$ cat config.mk
export PLATFORM = sky130hd
export DESIGN_NAME = player_ctrl
export DESIGN_NICKNAME = d
export VERILOG_FILES = /design/src/rtl/player_ctrl.sv
export SDC_FILE = /design/constraint.sdc
export NUM_CORES = 1
export LEC_CHECK = 0
export ABC_AREA = 1
export CORE_MARGIN = 5
export CORE_UTILIZATION = 25
export CTS_BUF_LIST = sky130_fd_sc_hd__clkbuf_16
export DETAILED_ROUTE_END_ITERATION = 16
export GPL_TIMING_DRIVEN = 1
export REMOVE_ABC_BUFFERS = 1
export SYNTH_ARGS = -nofsm -noshare
export SYNTH_HDL_FRONTEND = slang
export SYNTH_SLANG_ARGS = --single-unit
$ cat constraint.sdc
create_clock -name clk -period 1.8 [get_ports clk]
set_clock_uncertainty 0.15 [all_clocks]
set_input_delay 0.27 -clock clk [delete_from_list [all_inputs] [get_ports clk]]
set_output_delay 0.27 -clock clk [all_outputs]
set_load 0.01 [all_outputs]
$ cat src/rtl/player_ctrl.sv
// Player control: turns debounced button levels into frame-synchronous cannon
// positions, fire strobes and shot-ready flags for two players. All per-frame
// state advances on the clock edge that ends the vsync falling-edge cycle.

// One player's cannon: position, fire request/strobe and shot cooldown.
module player_ctrl_unit #(
   parameter int X_MIN    = 0,
   parameter int X_MAX    = 608,
   parameter int X_INIT   = 304,
   parameter int STEP     = 2,
   parameter int COOLDOWN = 30
) (
   input  logic        clk,
   input  logic        rst_n,
   input  logic        ft_i,
   input  logic        enable_i,
   input  logic [1:0]  btn_i,
   input  logic        dir_i,
   output logic [10:0] x_o,
   output logic        fire_o,
   output logic        ready_o
);

   typedef enum logic [1:0] {ST_DIS, ST_RUN, ST_COOL} state_e;

   localparam logic signed [11:0] XMIN_S  = 12'(X_MIN);
   localparam logic signed [11:0] XMAX_S  = 12'(X_MAX);
   localparam logic signed [11:0] STEP_S  = 12'(STEP);
   localparam logic        [10:0] XINIT_V = 11'(X_INIT);
   localparam logic        [7:0]  CD_LOAD = 8'(COOLDOWN);

   state_e             state_q;
   logic [7:0]         cd_q;
   logic               req_q;
   logic               hist_q;
   logic               fire_q;
   logic               ready_q;
   logic [10:0]        x_q;
   logic [10:0]        x_d;
   logic signed [11:0] x_s;
   logic signed [11:0] mv_s;
   logic               rise;

   assign rise    = btn_i[0] & ~hist_q;
   assign x_o     = x_q;
   assign fire_o  = fire_q;
   assign ready_o = ready_q;

   // Candidate position for this frame, saturated at the legal bounds.
   always_comb begin
      x_s  = signed'({1'b0, x_q});
      mv_s = x_s;
      if (dir_i) begin
         mv_s = x_s + STEP_S;
         if (mv_s > XMAX_S) mv_s = XMAX_S;
      end else begin
         mv_s = x_s - STEP_S;
         if (mv_s < XMIN_S) mv_s = XMIN_S;
      end
      x_d = btn_i[1] ? mv_s[10:0] : x_q;
   end

   // Player FSM with registered outputs; disable always takes priority.
   // NOTE: sequential state uses non-blocking assignments so every register
   // samples the pre-edge values, independent of statement order.
   always_ff @(posedge clk or negedge rst_n) begin
      if (!rst_n) begin
         state_q <= ST_DIS;
         cd_q    <= 8'd0;
         req_q   <= 1'b0;
         // NOTE: history resets high so a fire button held through reset
         // release is not seen as a fresh press.
         hist_q  <= 1'b1;
         fire_q  <= 1'b0;
         ready_q <= 1'b1;
         x_q     <= XINIT_V;
      end else begin
         hist_q <= btn_i[0];
         fire_q <= 1'b0;
         if (!enable_i) begin
            state_q <= ST_DIS;
            cd_q    <= 8'd0;
            req_q   <= 1'b0;
            ready_q <= 1'b1;
         end else begin
            case (state_q)
               ST_DIS: begin
                  state_q <= ST_RUN;
                  ready_q <= 1'b1;
               end
               ST_RUN: begin
                  if (ft_i) begin
                     req_q <= 1'b0;
                     x_q   <= x_d;
                     if (req_q) begin
                        state_q <= ST_COOL;
                        cd_q    <= CD_LOAD;
                        fire_q  <= 1'b1;
                        ready_q <= 1'b0;
                     end
                  end else if (rise) begin
                     req_q <= 1'b1;
                  end
               end
               ST_COOL: begin
                  if (ft_i) begin
                     req_q <= 1'b0;
                     x_q   <= x_d;
                     cd_q  <= cd_q - 8'd1;
                     if (cd_q == 8'd1) begin
                        state_q <= ST_RUN;
                        ready_q <= 1'b1;
                     end
                  end else if (rise) begin
                     req_q <= 1'b1;
                  end
               end
               default: state_q <= ST_DIS;
            endcase
         end
      end
   end

endmodule

// Top level: frame-tick extraction from vsync plus two player instances.
module player_ctrl #(
   parameter int X_MIN    = 0,
   parameter int X_MAX    = 608,
   parameter int X_INIT   = 304,
   parameter int STEP     = 2,
   parameter int COOLDOWN = 30
) (
   input  logic        clk,
   input  logic        reset,
   input  logic        vsync,
   input  logic        enable,
   input  logic [1:0]  btn1,
   input  logic        btn1_dir,
   input  logic [1:0]  btn2,
   input  logic        btn2_dir,
   output logic [10:0] p1_x,
   output logic [10:0] p2_x,
   output logic        p1_fire,
   output logic        p2_fire,
   output logic        p1_ready,
   output logic        p2_ready,
   output logic        frame_tick
);

   logic vsync_q;
   logic frame_tick_q;
   logic ft;

   assign ft         = vsync_q & ~vsync;
   assign frame_tick = frame_tick_q;

   // vsync history and the registered frame tick shown alongside new state.
   always_ff @(posedge clk or negedge reset) begin
      if (!reset) begin
         vsync_q      <= 1'b1;
         frame_tick_q <= 1'b0;
      end else begin
         vsync_q      <= vsync;
         frame_tick_q <= ft;
      end
   end

   player_ctrl_unit #(
      .X_MIN(X_MIN), .X_MAX(X_MAX), .X_INIT(X_INIT), .STEP(STEP), .COOLDOWN(COOLDOWN)
   ) u_p1 (
      .clk(clk), .rst_n(reset), .ft_i(ft), .enable_i(enable),
      .btn_i(btn1), .dir_i(btn1_dir),
      .x_o(p1_x), .fire_o(p1_fire), .ready_o(p1_ready)
   );

   player_ctrl_unit #(
      .X_MIN(X_MIN), .X_MAX(X_MAX), .X_INIT(X_INIT), .STEP(STEP), .COOLDOWN(COOLDOWN)
   ) u_p2 (
      .clk(clk), .rst_n(reset), .ft_i(ft), .enable_i(enable),
      .btn_i(btn2), .dir_i(btn2_dir),
      .x_o(p2_x), .fire_o(p2_fire), .ready_o(p2_ready)
   );

endmodule

# Yosys cells after proc, flatten, opt, wreduce, memory -nomap -nowiden
# Index checks and enable logic that the tools add are counted.
# classes
add_sub_neg,6
magnitude_cmp,4
eq_ne,22
n_mux,56
n_bitwise,6
reduce_logical,14
# op_table
op,n
2-to-1 mux 11 bit,6
2-to-1 mux 8 bit,8
one-hot mux 8 bit (2 select lines),2
2-to-1 mux 1 bit,26
"adder 11 x 2 -> 12 bit, second input constant",2
"greater-than comparator 12 x 11 -> 1 bit, second input constant",2
"less-than comparator 12 x 1 -> 1 bit, second input constant",2
AND reduction 4 bit,6
"subtractor 11 x 2 -> 12 bit, second input constant",2
2-to-1 mux 2 bit,10
"equality test 8 x 1 -> 1 bit, second input constant",2
"subtractor 8 x 1 -> 8 bit, second input constant",2
"!= test 3 x 1 -> 1 bit, second input constant",4
"!= test 3 x 2 -> 1 bit, second input constant",4
"!= test 3 bit, second input constant",4
one-hot mux 2 bit (3 select lines),2
AND reduction 5 bit,2
"!= test 4 x 1 -> 1 bit, second input constant",2
one-hot mux 1 bit (3 select lines),2
"equality test 2 x 1 -> 1 bit, second input constant",2
"equality test 2 bit, second input constant",2
zero test 2 bit,2
"!= test 2 bit, second input constant",2
AND reduction 2 bit,2
3 further kinds,8
# word_totals
reg_bits,52
in_bits,10
output_inout_bits,27
wordCells,124

# Depth between registers and ports, before layout
# Gate-level depths: netlist of run 1.
# depth
ltp_word,6
depth_mapped,13
mapped_depth_nobuf,13

# Hierarchy
# From an unflattened synthesis of run 1, not the netlist that was laid out.
# unflattened
cells_unflattened,523
hier_area_um2,3701.0
# modules_own_cells
module,n_inst,cells_per_inst,area_each_um2,seq_area_each_um2
player_ctrl_unit at u_p1,1,262,1853.0,606.8
player_ctrl_unit at u_p2,1,257,1786.7,606.8
player_ctrl,1,4,61.3,51.3

# Least setup slack after synthesis of run 1
# Ideal clock, no wire load.
# synth_path
path_kind,register to register
startpoint,reg u_p1.x_q[1] (netlist: u_p1.x_o[1])
endpoint,reg u_p1.x_q[3] (netlist: u_p1.x_o[3])
setup_ns,0.073
arrival_ns,1.664
required_time_ns,1.577
path_slack_ns,-0.087
path_stages_with_launch,13
n_path_buf,0
synth_period_minus_slack_ns,1.887
cell_sequence,dfrtp_1 -> inv_1 -> ha_1 -> or2_1 -> nor2_1 -> nand2_1 -> nand3_1 -> nand2_1 -> nand2_1 -> nand2_2 -> nand2_4 -> nand2_1 -> a21oi_2
# synth_between
elab_chain_len,4
word_cells_on_any_way,7
cone_classes,add/sub (2); order compare (2); mux (3)
# synth_lines
element,line,rtl
start: declaration,38,logic [10:0] x_q;
start signal: assignment,76,x_q <= XINIT_V;
start signal: assignment,94,x_q <= x_d;
start signal: assignment,108,x_q <= x_d;
subtractor 11 x 2 -> 12 bit or adder 11 x 2 -> 12 bit (tied branches),"57, 54",
less-than comparator 12 x 1 -> 1 bit or greater-than comparator 12 x 11 -> 1 bit (tied branches),"58, 55",
"2-to-1 mux 11 bit, on equally long branches","58, 55",
2-to-1 mux 11 bit (*),53,if (dir_i) begin
# Mark *: on every way between the ends. The rest lies on a longest branch, timed or not.
# A chain may end at the register's enable or synchronous reset.

# Worst setup path after layout of run 1
# layout_path
startpoint,reg u_p1.x_q[1] (netlist: u_p1.x_o[1])
endpoint,reg u_p1.x_q[8] (netlist: u_p1.x_o[8])
# The elaborated chain is that of the path after synthesis.

==> results of run 1 <==
==> critical path, stage by stage, from the launching register on <==
cell and delay, ps:
sky130_fd_sc_hd__dfrtp_2 450, sky130_fd_sc_hd__inv_2 100, sky130_fd_sc_hd__ha_4 200, sky130_fd_sc_hd__or2_1 200
sky130_fd_sc_hd__nor2_1 100, sky130_fd_sc_hd__nand2_1 90, sky130_fd_sc_hd__nand3_2 90, sky130_fd_sc_hd__nand2_2 60
sky130_fd_sc_hd__nand2_2 90, sky130_fd_sc_hd__nand2_4 70, sky130_fd_sc_hd__nand2_4 90, sky130_fd_sc_hd__nand2_1 70
sky130_fd_sc_hd__a21oi_2 120
==> registers in the layout (all words and copies together) (netlist names), 2 cells and up <==
name and flops:
u_p1.cd_q 8, u_p2.state_q 2, u_p1.state_q 2, u_p2.cd_q 8
u_p2.x_o 10, u_p1.x_o 10
==> through the flow <==
stage	TNS, ps	power [mW]	util	hold slack [ps]	area [um^2]
after floorplan	-538	4.87	-	-176	3580
after global placement	-5750	6.89	0.326	136	4700
after detailed placement	-6760	6.90	0.326	142	4700
after CTS	-1080	8.18	0.349	254	5030
after global routing	-3300	9.54	0.370	266	5340
final	-1380	8.79	0.370	257	5340
==> what timing repair did <==
action                                  CTS  global route
buffers inserted                          6            12
pin swaps                                20            32
hold buffers                              1             0
endpoints found under the setup margin   33            40
gates resized for setup                  55            68
hold endpoints to repair                 39             0
==> routing by layer <==
metal / share of wire / vias to the layer above / global-route usage
li1: - / 1873 / -
met1: 0.48 / 1689 / 0.150
met2: 0.49 / 39 / 0.180
met3: 0.027 / 7 / 0.0191
met4: 0.0084 / 2 / 0.0309
met5: 0.00072 / - / 0
==> kinds of logic after synthesis <==
family,synth area share
DFF,0.347
and+or+nand+nor,0.303
xor gates and xnor gates,0.0432
other,0.00103
adders and majority gates,0.0549
AOI/OAI and AO/OA,0.138
buffers and inverters,0.110
muxes,0.00309
==> final timing paths <==
path | from | to | slack (ps) | cells after the start
worst max-delay path | u_p1.x_o[1] | u_p1.x_o[8] | -140 | 12
worst min-delay path | btn1[0] | u_p1.hist_q | 260 | 1
worst max register to register | u_p1.x_o[1] | u_p1.x_o[8] | -140 | 12
worst min register to register | u_p2.ready_o | u_p2.ready_o | 320 | 2
max in group asynchronous | reset | u_p2.x_o[4] | 860 | 3
min in group asynchronous | reset | u_p2.cd_q[1] | 340 | 3
==> power groups by stage <==
stage,clock network [mW],logic (mW),registers [mW]
6_report,0.904,5.71,2.18
5_1_grt,0.983,6.31,2.25
4_1_cts,0.938,5.12,2.13
3_5_place_dp,0,4.78,2.12
3_3_place_gp,0,4.75,2.14
2_1_floorplan,0,2.65,2.22
==> cell type report <==
type / instances / area, um^2
Clock buffer: 5 / 125
Clock inverter: 3 / 12.5
Fill cell: 1517 / 9090
Inverter: 89 / 339
Timing Repair Buffer: 121 / 1040
Multi-Input combinational cell: 365 / 2320
Tap cell: 184 / 230
Sequential cell: 50 / 1270
==> cells in the mapped netlist (5+ instances only) <==
library cell              instances  area, um^2
sky130_fd_sc_hd__nor2_1          58         218
sky130_fd_sc_hd__nand4_1          8        50.1
sky130_fd_sc_hd__nand2_1        100         375
sky130_fd_sc_hd__o21ai_0         26         130
sky130_fd_sc_hd__buf_4            5        37.5
sky130_fd_sc_hd__nor2_2           5        31.3
sky130_fd_sc_hd__o22ai_1          8        50.1
sky130_fd_sc_hd__a21oi_1         34         170
sky130_fd_sc_hd__inv_1           81         304
sky130_fd_sc_hd__xor2_1          16         140
sky130_fd_sc_hd__dfstp_2         11         289
sky130_fd_sc_hd__nand3_1         32         160
sky130_fd_sc_hd__nor3_1          10        50.1
sky130_fd_sc_hd__nand2_2         12        75.1
sky130_fd_sc_hd__a21oi_2          7        61.3
sky130_fd_sc_hd__ha_1            16         200
sky130_fd_sc_hd__inv_2            6        22.5
sky130_fd_sc_hd__dfrtp_1         39         976
==> impl_metrics.prom, run 1 <==
# TYPE chip_impl_metric gauge
chip_impl_info{name="outcome",value="finished with violations"} 1
chip_impl_metric{name="finalCritPeriodShare",unit=""} 1.08
chip_impl_metric{name="avgRoutedWirePerCell",unit="um"} 11.9
chip_impl_metric{name="fin_ws",unit="ps"} -145
chip_impl_metric{name="post_synth_inst_count",unit=""} 512
chip_impl_metric{name="grt-ovfl-total",unit=""} 0
chip_impl_metric{name="power.switching",unit="mW"} 3.96
chip_impl_metric{name="internal_power",unit="mW"} 4.84
chip_impl_metric{name="die_area",unit="mm^2"} 0.0171
chip_impl_metric{name="synth-seq-cells",unit=""} 50
chip_impl_metric{name="layout_cells_sized_above_1",unit=""} 0.341
chip_impl_metric{name="critical_path_arrival",unit="ps"} 2020
chip_impl_metric{name="yosysWarnings",unit=""} 0
chip_impl_metric{name="ys_async_sr_fraction",unit=""} 1.00
chip_impl_info{name="tritoncts",value="yes"} 1
chip_impl_metric{name="pre_cts_ws",unit="ps"} -265
chip_impl_metric{name="min_period",unit="ps"} 1940
chip_impl_metric{name="dp_hpwl",unit="um"} 7090
chip_impl_metric{name="grt_max_degree",unit=""} 51
chip_impl_metric{name="power_frac_clock",unit=""} 0.103
chip_impl_metric{name="cts-htree-levels",unit=""} 2
chip_impl_info{name="synth_ff_type",value="sky130_fd_sc_hd__dfrtp_1"} 1
chip_impl_info{name="critPathCaptureType",value="flip-flop"} 1
chip_impl_metric{name="design.core.area",unit="mm^2"} 0.0144
chip_impl_metric{name="first_global_vias",unit=""} 3371
chip_impl_metric{name="cell_pwr_density",unit="mW/mm^2"} 1650
chip_impl_metric{name="initial_utilization",unit=""} 0.253
chip_impl_metric{name="final_cell_count_no_fill",unit=""} 817
chip_impl_info{name="cts.root.buffer_cell",value="sky130_fd_sc_hd__clkbuf_16"} 1
chip_impl_metric{name="synthesis.area_per_instance",unit="um^2"} 7.13
chip_impl_metric{name="grtUsageTotal",unit=""} 0.110
chip_impl_info{name="failing_checks",value="setup timing"} 1
chip_impl_metric{name="portBuffers",unit=""} 34
chip_impl_metric{name="drt-total-wl",unit="um"} 9720
chip_impl_metric{name="post-place-cells",unit=""} 792
chip_impl_metric{name="ios",unit=""} 37
chip_impl_metric{name="synth_edf_count",unit=""} 0
chip_impl_metric{name="antenna_violations_before_repair",unit=""} 1
chip_impl_metric{name="detail-route-antenna-nets",unit=""} 0
chip_impl_metric{name="fin_nets",unit=""} 658
chip_impl_metric{name="clkTransAtPathRegs",unit="ps"} 70
chip_impl_metric{name="netlist_area",unit="mm^2"} 0.00365
chip_impl_info{name="final_cell_mix",value="sky130_fd_sc_hd__nand2_1, sky130_fd_sc_hd__buf_4, sky130_fd_sc_hd__inv_1"} 1
chip_impl_metric{name="report.final.setup_viol",unit=""} 18
chip_impl_info{name="unrepaired_setup_endpoints_after_global_routing",value="true"} 1
chip_impl_metric{name="seq_power_share",unit=""} 0.248
chip_impl_metric{name="yosys_cell_types",unit=""} 40
chip_impl_metric{name="comb_power_share",unit=""} 0.650
chip_impl_info{name="start_kind",value="flip-flop"} 1
chip_impl_metric{name="path_max_fanout",unit=""} 5
chip_impl_metric{name="maxSlewViolCount",unit=""} 0
chip_impl_metric{name="via_count",unit=""} 3610
chip_impl_metric{name="rows",unit=""} 44
chip_impl_metric{name="number_of_buffers_created_by_cts",unit=""} 5
chip_impl_metric{name="netSwitchingFraction",unit=""} 0.450
chip_impl_metric{name="floorplan.die.width",unit="um"} 131
chip_impl_metric{name="timing.final.hold_violations",unit=""} 0
chip_impl_metric{name="initialDrtViolationCount",unit=""} 141
chip_impl_metric{name="grt_first_pass_wirelength",unit="um"} 15400
chip_impl_metric{name="die_y",unit="um"} 131
chip_impl_metric{name="tritoncts_num_sinks",unit=""} 50
chip_impl_metric{name="n_antenna_cell",unit=""} 0
chip_impl_info{name="hold_class",value="in2reg"} 1
chip_impl_metric{name="vias_cell",unit=""} 4.42
chip_impl_info{name="worstSetupPathType",value="reg2reg"} 1
chip_impl_metric{name="power_leakage",unit="nW"} 2.55
chip_impl_metric{name="area_delta_synth_final",unit="%"} 46.3
chip_impl_metric{name="cts-root-to-sink-buffers",unit=""} 2
chip_impl_metric{name="gpl.final_weighted_congestion",unit=""} 0.843
chip_impl_metric{name="detailedRoute.firstPassIterationCount",unit=""} 4
chip_impl_metric{name="maxCapViolations",unit=""} 0
chip_impl_metric{name="drc_errors",unit=""} 0
chip_impl_metric{name="irDropWorstVdd",unit="mV"} 0.779
chip_impl_metric{name="worst_skew_pair.late_latency",unit="ps"} 290
chip_impl_metric{name="synth_sequential_area_ratio",unit=""} 0.347
chip_impl_metric{name="critical_path_required",unit="ps"} 1870
chip_impl_info{name="layout_commonest_cell",value="sky130_fd_sc_hd__nand2_1"} 1
chip_impl_metric{name="max_freq",unit="MHz"} 514
(Power assumes the default switching activity.)
==> run 2: changes to the inputs <==
==> constraint.sdc (replaced) <==
create_clock -name clk -period 1.8 [get_ports clk]
set_clock_uncertainty 0.15 [all_clocks]
set_input_delay 0.36 -clock clk [delete_from_list [all_inputs] [get_ports clk]]
set_output_delay 0.36 -clock clk [all_outputs]
set_load 0.01 [all_outputs]
==> impl_metrics.prom, run 2 (synthesis results as in run 1) <==
# TYPE chip_impl_metric gauge
chip_impl_metric{name="detail_route.wirelength.met1",unit="um"} 4630
chip_impl_info{name="layout_commonest_cell",value="sky130_fd_sc_hd__buf_4"} 1
chip_impl_info{name="cts.root.buffer_cell",value="sky130_fd_sc_hd__clkbuf_16"} 1
chip_impl_info{name="worstSetupPathType",value="reg2reg"} 1
chip_impl_info{name="unrepaired_setup_endpoints_after_global_routing",value="true"} 1
chip_impl_info{name="path_common_cell",value="sky130_fd_sc_hd__nand2_1"} 1
chip_impl_metric{name="n_antenna_cell",unit=""} 0
chip_impl_info{name="dr.max_layer_used",value="met5"} 1
chip_impl_metric{name="grt_first_pass_wirelength",unit="um"} 15900
chip_impl_metric{name="postLayoutCellArea",unit="mm^2"} 0.00555
chip_impl_metric{name="wl_met2",unit="um"} 4690
chip_impl_metric{name="first_global_vias",unit=""} 3439
chip_impl_metric{name="die_area",unit="mm^2"} 0.0171
chip_impl_metric{name="maxSlewViolCount",unit=""} 0
chip_impl_metric{name="fin_ws",unit="ps"} -107
chip_impl_info{name="cp_slowest_cell",value="sky130_fd_sc_hd__dfrtp_2"} 1
chip_impl_metric{name="design.core.area",unit="mm^2"} 0.0144
chip_impl_metric{name="cts-root-to-sink-buffers",unit=""} 2
chip_impl_metric{name="worst-path-buf-inv",unit=""} 1
chip_impl_metric{name="detailedRoute.firstPassIterationCount",unit=""} 4
chip_impl_metric{name="cp_slowest_stage_delay",unit="ps"} 450
chip_impl_metric{name="floorplan.die.width",unit="um"} 131
chip_impl_metric{name="critical_path_arrival",unit="ps"} 1970
chip_impl_metric{name="portBuffers",unit=""} 34
chip_impl_metric{name="worst_skew_pair.late_latency",unit="ps"} 290
chip_impl_metric{name="grt-ovfl-total",unit=""} 0
chip_impl_metric{name="initialDrtViolationCount",unit=""} 166
chip_impl_metric{name="route.met3.wl",unit="um"} 337
chip_impl_metric{name="irDropWorstVdd",unit="mV"} 0.724
chip_impl_metric{name="clkTransAtPathRegs",unit="ps"} 70
chip_impl_info{name="start_kind",value="flip-flop"} 1
chip_impl_metric{name="cts-htree-levels",unit=""} 2
chip_impl_metric{name="fin_setup_tns",unit="ps"} -971
chip_impl_metric{name="detail-route-antenna-nets",unit=""} 0
chip_impl_info{name="tritoncts",value="yes"} 1
chip_impl_metric{name="report.final.setup_viol",unit=""} 17
chip_impl_info{name="critPathCaptureType",value="flip-flop"} 1
chip_impl_metric{name="tritoncts_num_sinks",unit=""} 50
chip_impl_info{name="outcome",value="finished with violations"} 1
chip_impl_metric{name="max_freq",unit="MHz"} 524
chip_impl_metric{name="finalCritPeriodShare",unit=""} 1.06
chip_impl_metric{name="cell_pwr_density",unit="mW/mm^2"} 1670
chip_impl_metric{name="via_count",unit=""} 3666
chip_impl_metric{name="die_y",unit="um"} 131
chip_impl_metric{name="dp_hpwl",unit="um"} 7230
chip_impl_info{name="critical-path-top-delay-family",value="simple AND/OR/NAND/NOR gates"} 1
chip_impl_metric{name="rows",unit=""} 44
chip_impl_metric{name="number_of_buffers_created_by_cts",unit=""} 5
chip_impl_metric{name="ios",unit=""} 37
chip_impl_metric{name="grt_max_degree",unit=""} 33
chip_impl_info{name="failing_checks",value="setup timing"} 1
chip_impl_metric{name="drc_errors",unit=""} 0
chip_impl_metric{name="grtUsageTotal",unit=""} 0.113
chip_impl_info{name="hold_class",value="in2reg"} 1
chip_impl_metric{name="initial_utilization",unit=""} 0.253
chip_impl_metric{name="vias_cell",unit=""} 4.40
chip_impl_metric{name="postPlaceCellArea",unit="mm^2"} 0.00476
chip_impl_metric{name="timing.final.hold_violations",unit=""} 0
chip_impl_metric{name="area_delta_synth_final",unit="%"} 52.2
chip_impl_metric{name="maxCapViolations",unit=""} 0
chip_impl_info{name="final_cell_mix",value="sky130_fd_sc_hd__buf_4, sky130_fd_sc_hd__nand2_1, sky130_fd_sc_hd__inv_1"} 1
chip_impl_metric{name="fin_nets",unit=""} 675
chip_impl_metric{name="drt-total-wl",unit="um"} 9820
chip_impl_metric{name="avgRoutedWirePerCell",unit="um"} 11.8
chip_impl_metric{name="min_period",unit="ps"} 1910
chip_impl_info{name="crit_path_cell_chain",value="inv_2 > ha_4 > or2_1 > nor2_1 > nand2_1 > nand3_1 > nand2_1 > nand2_1 > nand2_2 > nand2_4 > nand2_1 > a21oi_2"} 1
chip_impl_metric{name="layout_cells_sized_above_1",unit=""} 0.378
chip_impl_metric{name="path_max_fanout",unit=""} 5
chip_impl_metric{name="critical_path_required",unit="ps"} 1870
chip_impl_metric{name="gpl.final_weighted_congestion",unit=""} 0.868
chip_impl_metric{name="antenna_violations_before_repair",unit=""} 1
chip_impl_metric{name="power_leakage",unit="nW"} 2.68
-- run 2: changes by cell type in the layout (fill, tap and decap cells not counted), moves of 3 or more --
cell and delta:
sky130_fd_sc_hd__clkdlybuf4s50_1 -10, sky130_fd_sc_hd__o21ai_1 +4, sky130_fd_sc_hd__ha_4 +3, sky130_fd_sc_hd__inv_2 +4
sky130_fd_sc_hd__ha_1 -3, sky130_fd_sc_hd__buf_4 +17, sky130_fd_sc_hd__dlygate4sd2_1 +9, sky130_fd_sc_hd__a21oi_2 +4
sky130_fd_sc_hd__a21oi_1 -5, sky130_fd_sc_hd__inv_1 -5
-- run 2: worst paths after layout --
| kind | startpoint | end | slack [ps] | cells past startpoint |
|---|---|---|---|---|
| worst max-delay path | u_p1.x_o[1] | u_p1.x_o[7] | -110 | 12 |
| worst min-delay path | vsync | vsync_q | 220 | 1 |
| worst max register to register | u_p1.x_o[1] | u_p1.x_o[7] | -110 | 12 |
| worst min register to register | u_p2.ready_o | u_p2.ready_o | 330 | 2 |
| max in group asynchronous | reset | u_p1.x_o[8] | 540 | 3 |
| min in group asynchronous | reset | u_p2.cd_q[1] | 380 | 2 |
-- run 2: timing repair --
action	CTS	global route
setup buffers	13	13
endpoints found under the setup margin	43	35
resized for setup	68	86
pin swaps	27	38
endpoints found under the hold margin	10	0
hold buffers	1	0
cloned	0	0
-- run 2: layer usage --
layer | up-vias | global-route usage
met4 | 2 | 0.0333
met1 | 1680 | 0.154
met5 | - | 0
met3 | 13 | 0.0228
li1 | 1920 | -
met2 | 51 | 0.182
-- run 2: final cells by class --
cell class | instances | area (um^2)
well taps | 184 | 230
fillers | 1449 | 8870
multi-input cells | 365 | 2380
clock buffers | 5 | 125
clock inverters | 3 | 48.8
inverters | 89 | 339
flip-flops and latches | 50 | 1270
repair buffers | 138 | 1150
-- run 2: metrics by stage --
stage                     instances  hold WS (ps)   util  setup slack, ps  power [mW]
after detailed placement        800           172  0.330             -350        6.96
after global routing            834           218  0.385             -230        10.1
after floorplan                 504         -85.6      -            -86.9        4.87
after global placement          800           170  0.330             -364        6.95
after CTS                       822           225  0.359             -121        8.48
final                           834           220  0.385             -107        9.29
-- run 2: power breakdown --
group	switching, mW	internal (mW)	leakage [nW]	total, mW
clock	0.448	0.666	0.0819	1.11
sequential	0.464	1.68	0.602	2.14
combinational	3.22	2.82	2.00	6.03
==> run 3: changes to the inputs <==
--- a/config.mk
+++ b/config.mk
@@ -7,11 +7,12 @@
 export LEC_CHECK = 0
 export ABC_AREA = 1
 export CORE_MARGIN = 5
-export CORE_UTILIZATION = 25
+export CORE_UTILIZATION = 39
 export CTS_BUF_LIST = sky130_fd_sc_hd__clkbuf_16
 export DETAILED_ROUTE_END_ITERATION = 16
 export GPL_TIMING_DRIVEN = 1
 export REMOVE_ABC_BUFFERS = 1
+export SKIP_LAST_GASP = 1
 export SYNTH_ARGS = -nofsm -noshare
 export SYNTH_HDL_FRONTEND = slang
 export SYNTH_SLANG_ARGS = --single-unit
==> impl_metrics.prom, run 3 (synthesis results as in run 1) <==
# TYPE chip_impl_metric gauge
chip_impl_info{name="outcome",value="finished with violations"} 1
chip_impl_info{name="failing_checks",value="setup timing"} 1
chip_impl_metric{name="fin_nets",unit=""} 668
chip_impl_info{name="unrepaired_setup_endpoints_after_global_routing",value="true"} 1
chip_impl_metric{name="clkTransAtPathRegs",unit="ps"} 60
chip_impl_metric{name="final_cell_count_no_fill",unit=""} 754
chip_impl_metric{name="grtUsageTotal",unit=""} 0.172
chip_impl_metric{name="gpl.final_weighted_congestion",unit=""} 0.904
chip_impl_metric{name="finalCritPeriodShare",unit=""} 1.09
chip_impl_info{name="dr.max_layer_used",value="met4"} 1
chip_impl_metric{name="area_delta_synth_final",unit="%"} 48.0
chip_impl_metric{name="layout_cells_sized_above_1",unit=""} 0.384
chip_impl_metric{name="first_global_vias",unit=""} 3578
chip_impl_info{name="critical-path-top-delay-family",value="simple AND/OR/NAND/NOR gates"} 1
chip_impl_metric{name="design.core.area",unit="mm^2"} 0.00920
chip_impl_info{name="hold_path_end",value="vsync_q"} 1
chip_impl_metric{name="dp_hpwl",unit="um"} 7360
chip_impl_info{name="worstSetupPathType",value="reg2reg"} 1
chip_impl_metric{name="rows",unit=""} 35
chip_impl_metric{name="min_period",unit="ps"} 1950
chip_impl_metric{name="cts-root-to-sink-buffers",unit=""} 2
chip_impl_metric{name="initial_utilization",unit=""} 0.397
chip_impl_metric{name="detail-route-antenna-nets",unit=""} 0
chip_impl_info{name="layout_commonest_cell",value="sky130_fd_sc_hd__buf_4"} 1
chip_impl_info{name="r2r_end",value="u_p1.x_o[3]"} 1
chip_impl_info{name="cp_slowest_cell",value="sky130_fd_sc_hd__dfrtp_2"} 1
chip_impl_metric{name="maxCapViolations",unit=""} 0
chip_impl_metric{name="portBuffers",unit=""} 34
chip_impl_metric{name="drc_errors",unit=""} 0
chip_impl_metric{name="route.met3.wl",unit="um"} 340
chip_impl_metric{name="grt_first_pass_wirelength",unit="um"} 16300
chip_impl_metric{name="report.final.setup_viol",unit=""} 17
chip_impl_metric{name="fin_setup_tns",unit="ps"} -1520
chip_impl_metric{name="ios",unit=""} 37
chip_impl_metric{name="holdPathStages",unit=""} 1
chip_impl_metric{name="max_freq",unit="MHz"} 512
chip_impl_metric{name="power_leakage",unit="nW"} 2.64
chip_impl_metric{name="initialDrtViolationCount",unit=""} 153
chip_impl_metric{name="vias_cell",unit=""} 4.98
chip_impl_metric{name="cp_slowest_stage_delay",unit="ps"} 430
chip_impl_info{name="tritoncts",value="yes"} 1
chip_impl_metric{name="fin_ws",unit="ps"} -154
chip_impl_info{name="rr_startpoint",value="u_p1.x_o[1]"} 1
chip_impl_info{name="hold_class",value="in2reg"} 1
chip_impl_info{name="crit_path_cell_chain",value="inv_2 > ha_4 > or2_1 > nor2_1 > nand2_1 > nand3_1 > nand2_1 > nand2_2 > nand2_4 > nand2_4 > nand2_2 > a21oi_2"} 1
chip_impl_metric{name="worst-path-buf-inv",unit=""} 1
chip_impl_metric{name="irDropWorstVdd",unit="mV"} 0.841
chip_impl_metric{name="post-place-cells",unit=""} 722
chip_impl_metric{name="detail_route.wirelength.met1",unit="um"} 4670
chip_impl_metric{name="filler_cell_count",unit=""} 797
chip_impl_metric{name="avgRoutedWirePerCell",unit="um"} 13.5
chip_impl_metric{name="grt-ovfl-total",unit=""} 0
chip_impl_info{name="critPathCaptureType",value="flip-flop"} 1
chip_impl_metric{name="number_of_buffers_created_by_cts",unit=""} 5
chip_impl_metric{name="cell_pwr_density",unit="mW/mm^2"} 1700
chip_impl_info{name="final_cell_mix",value="sky130_fd_sc_hd__buf_4, sky130_fd_sc_hd__nand2_1, sky130_fd_sc_hd__inv_1"} 1
chip_impl_metric{name="detailedRoute.firstPassIterationCount",unit=""} 5
chip_impl_metric{name="n_antenna_cell",unit=""} 0
chip_impl_metric{name="grt_max_degree",unit=""} 31
chip_impl_info{name="start_kind",value="flip-flop"} 1
chip_impl_metric{name="maxSlewViolCount",unit=""} 0
chip_impl_metric{name="r2r.worst_path.cells",unit=""} 12
chip_impl_metric{name="die_area",unit="mm^2"} 0.0114
chip_impl_metric{name="drt-total-wl",unit="um"} 10200
chip_impl_metric{name="wl_met2",unit="um"} 5080
chip_impl_metric{name="critical_path_arrival",unit="ps"} 2020
chip_impl_metric{name="path_max_fanout",unit=""} 5
chip_impl_metric{name="timing.final.hold_violations",unit=""} 0
chip_impl_metric{name="worst_skew_pair.late_latency",unit="ps"} 290
chip_impl_metric{name="tritoncts_num_sinks",unit=""} 50
chip_impl_info{name="worst_hold_launch",value="vsync"} 1
chip_impl_metric{name="setup_slack_of_the_most_critical_reg_to_reg_path",unit="ps"} -150
chip_impl_info{name="cts.root.buffer_cell",value="sky130_fd_sc_hd__clkbuf_16"} 1
chip_impl_metric{name="critical_path_required",unit="ps"} 1860
chip_impl_metric{name="floorplan.die.width",unit="um"} 107
chip_impl_metric{name="die_y",unit="um"} 107
chip_impl_info{name="worstSetupStartpoint",value="u_p1.x_o[1]"} 1
chip_impl_metric{name="cts-htree-levels",unit=""} 2
chip_impl_metric{name="antenna_violations_before_repair",unit=""} 0
chip_impl_metric{name="via_count",unit=""} 3755
run 3: cell types whose count changed in the layout (fill, tap and decap cells not counted), moves of 3 or more:
| cell | change |
|---|---|
| sky130_fd_sc_hd__buf_4 | -5 |
| sky130_fd_sc_hd__dlymetal6s2s_1 | +3 |
| sky130_fd_sc_hd__nand2_2 | +7 |
| sky130_fd_sc_hd__nand2_1 | -5 |
| sky130_fd_sc_hd__nand2_4 | -4 |
| sky130_fd_sc_hd__o21ai_2 | +3 |
| sky130_fd_sc_hd__o21ai_1 | -3 |
| sky130_fd_sc_hd__inv_1 | +4 |
| sky130_fd_sc_hd__dlygate4sd2_1 | -4 |
run 3: layer usage:
| metal | global-route usage | vias up |
|---|---|---|
| met1 | 0.229 | 1768 |
| met2 | 0.296 | 79 |
| met4 | 0.0384 | 0 |
| li1 | - | 1895 |
| met3 | 0.0259 | 13 |
| met5 | 0 | - |
run 3: how the worst max path moves through the flow:
| stage | to | slack [ps] | depth (start not counted) |
|---|---|---|---|
| 2_1_floorplan | u_p1.x_o[3] | -90 | 12 |
| 3_3_place_gp | u_p2.cd_q[1] | -290 | 8 |
| 3_5_place_dp | u_p2.cd_q[6] | -350 | 9 |
| 4_1_cts | p1_x[4] | -190 | 2 |
| 5_1_grt | u_p1.x_o[7] | -270 | 13 |
| 6_report | u_p1.x_o[3] | -150 | 12 |
run 3: repair_timing:
action,in CTS,in global routing
setup endpoints to repair,40,45
hold endpoints to repair,6,0
gates resized for setup,63,92
hold buffers,1,0
buffers inserted,11,12
pin swaps,21,33
run 3: layout make-up:
cell class | instances | area [um^2] | share of cell area
Multi-Input combinational cell | 365 | 2380 | 0.442
Sequential cell | 50 | 1270 | 0.236
Timing Repair Buffer | 131 | 1100 | 0.203
Inverter | 89 | 339 | 0.0628
Tap cell | 111 | 139 | 0.0257
Clock buffer | 5 | 125 | 0.0232
Clock inverter | 3 | 41.3 | 0.00765
run 3: through the flow:
stage	total power [mW]	hold slack (ps)	utilization	worst slack, ps	instance area, um^2
after floorplan	4.87	-85.6	-	-86.9	3580
after global placement	6.86	80.2	0.504	-294	4630
after detailed placement	6.95	72.1	0.504	-350	4630
after CTS	8.46	232	0.548	-195	5040
after global routing	9.89	236	0.587	-268	5400
final	9.16	241	0.587	-154	5400
run 3: where the power goes:
part	internal (mW)	switching (mW)	total [mW]	leakage, nW
Clock	0.651	0.409	1.06	0.0812
Combinational	2.74	3.21	5.95	1.96
Sequential	1.68	0.467	2.15	0.604
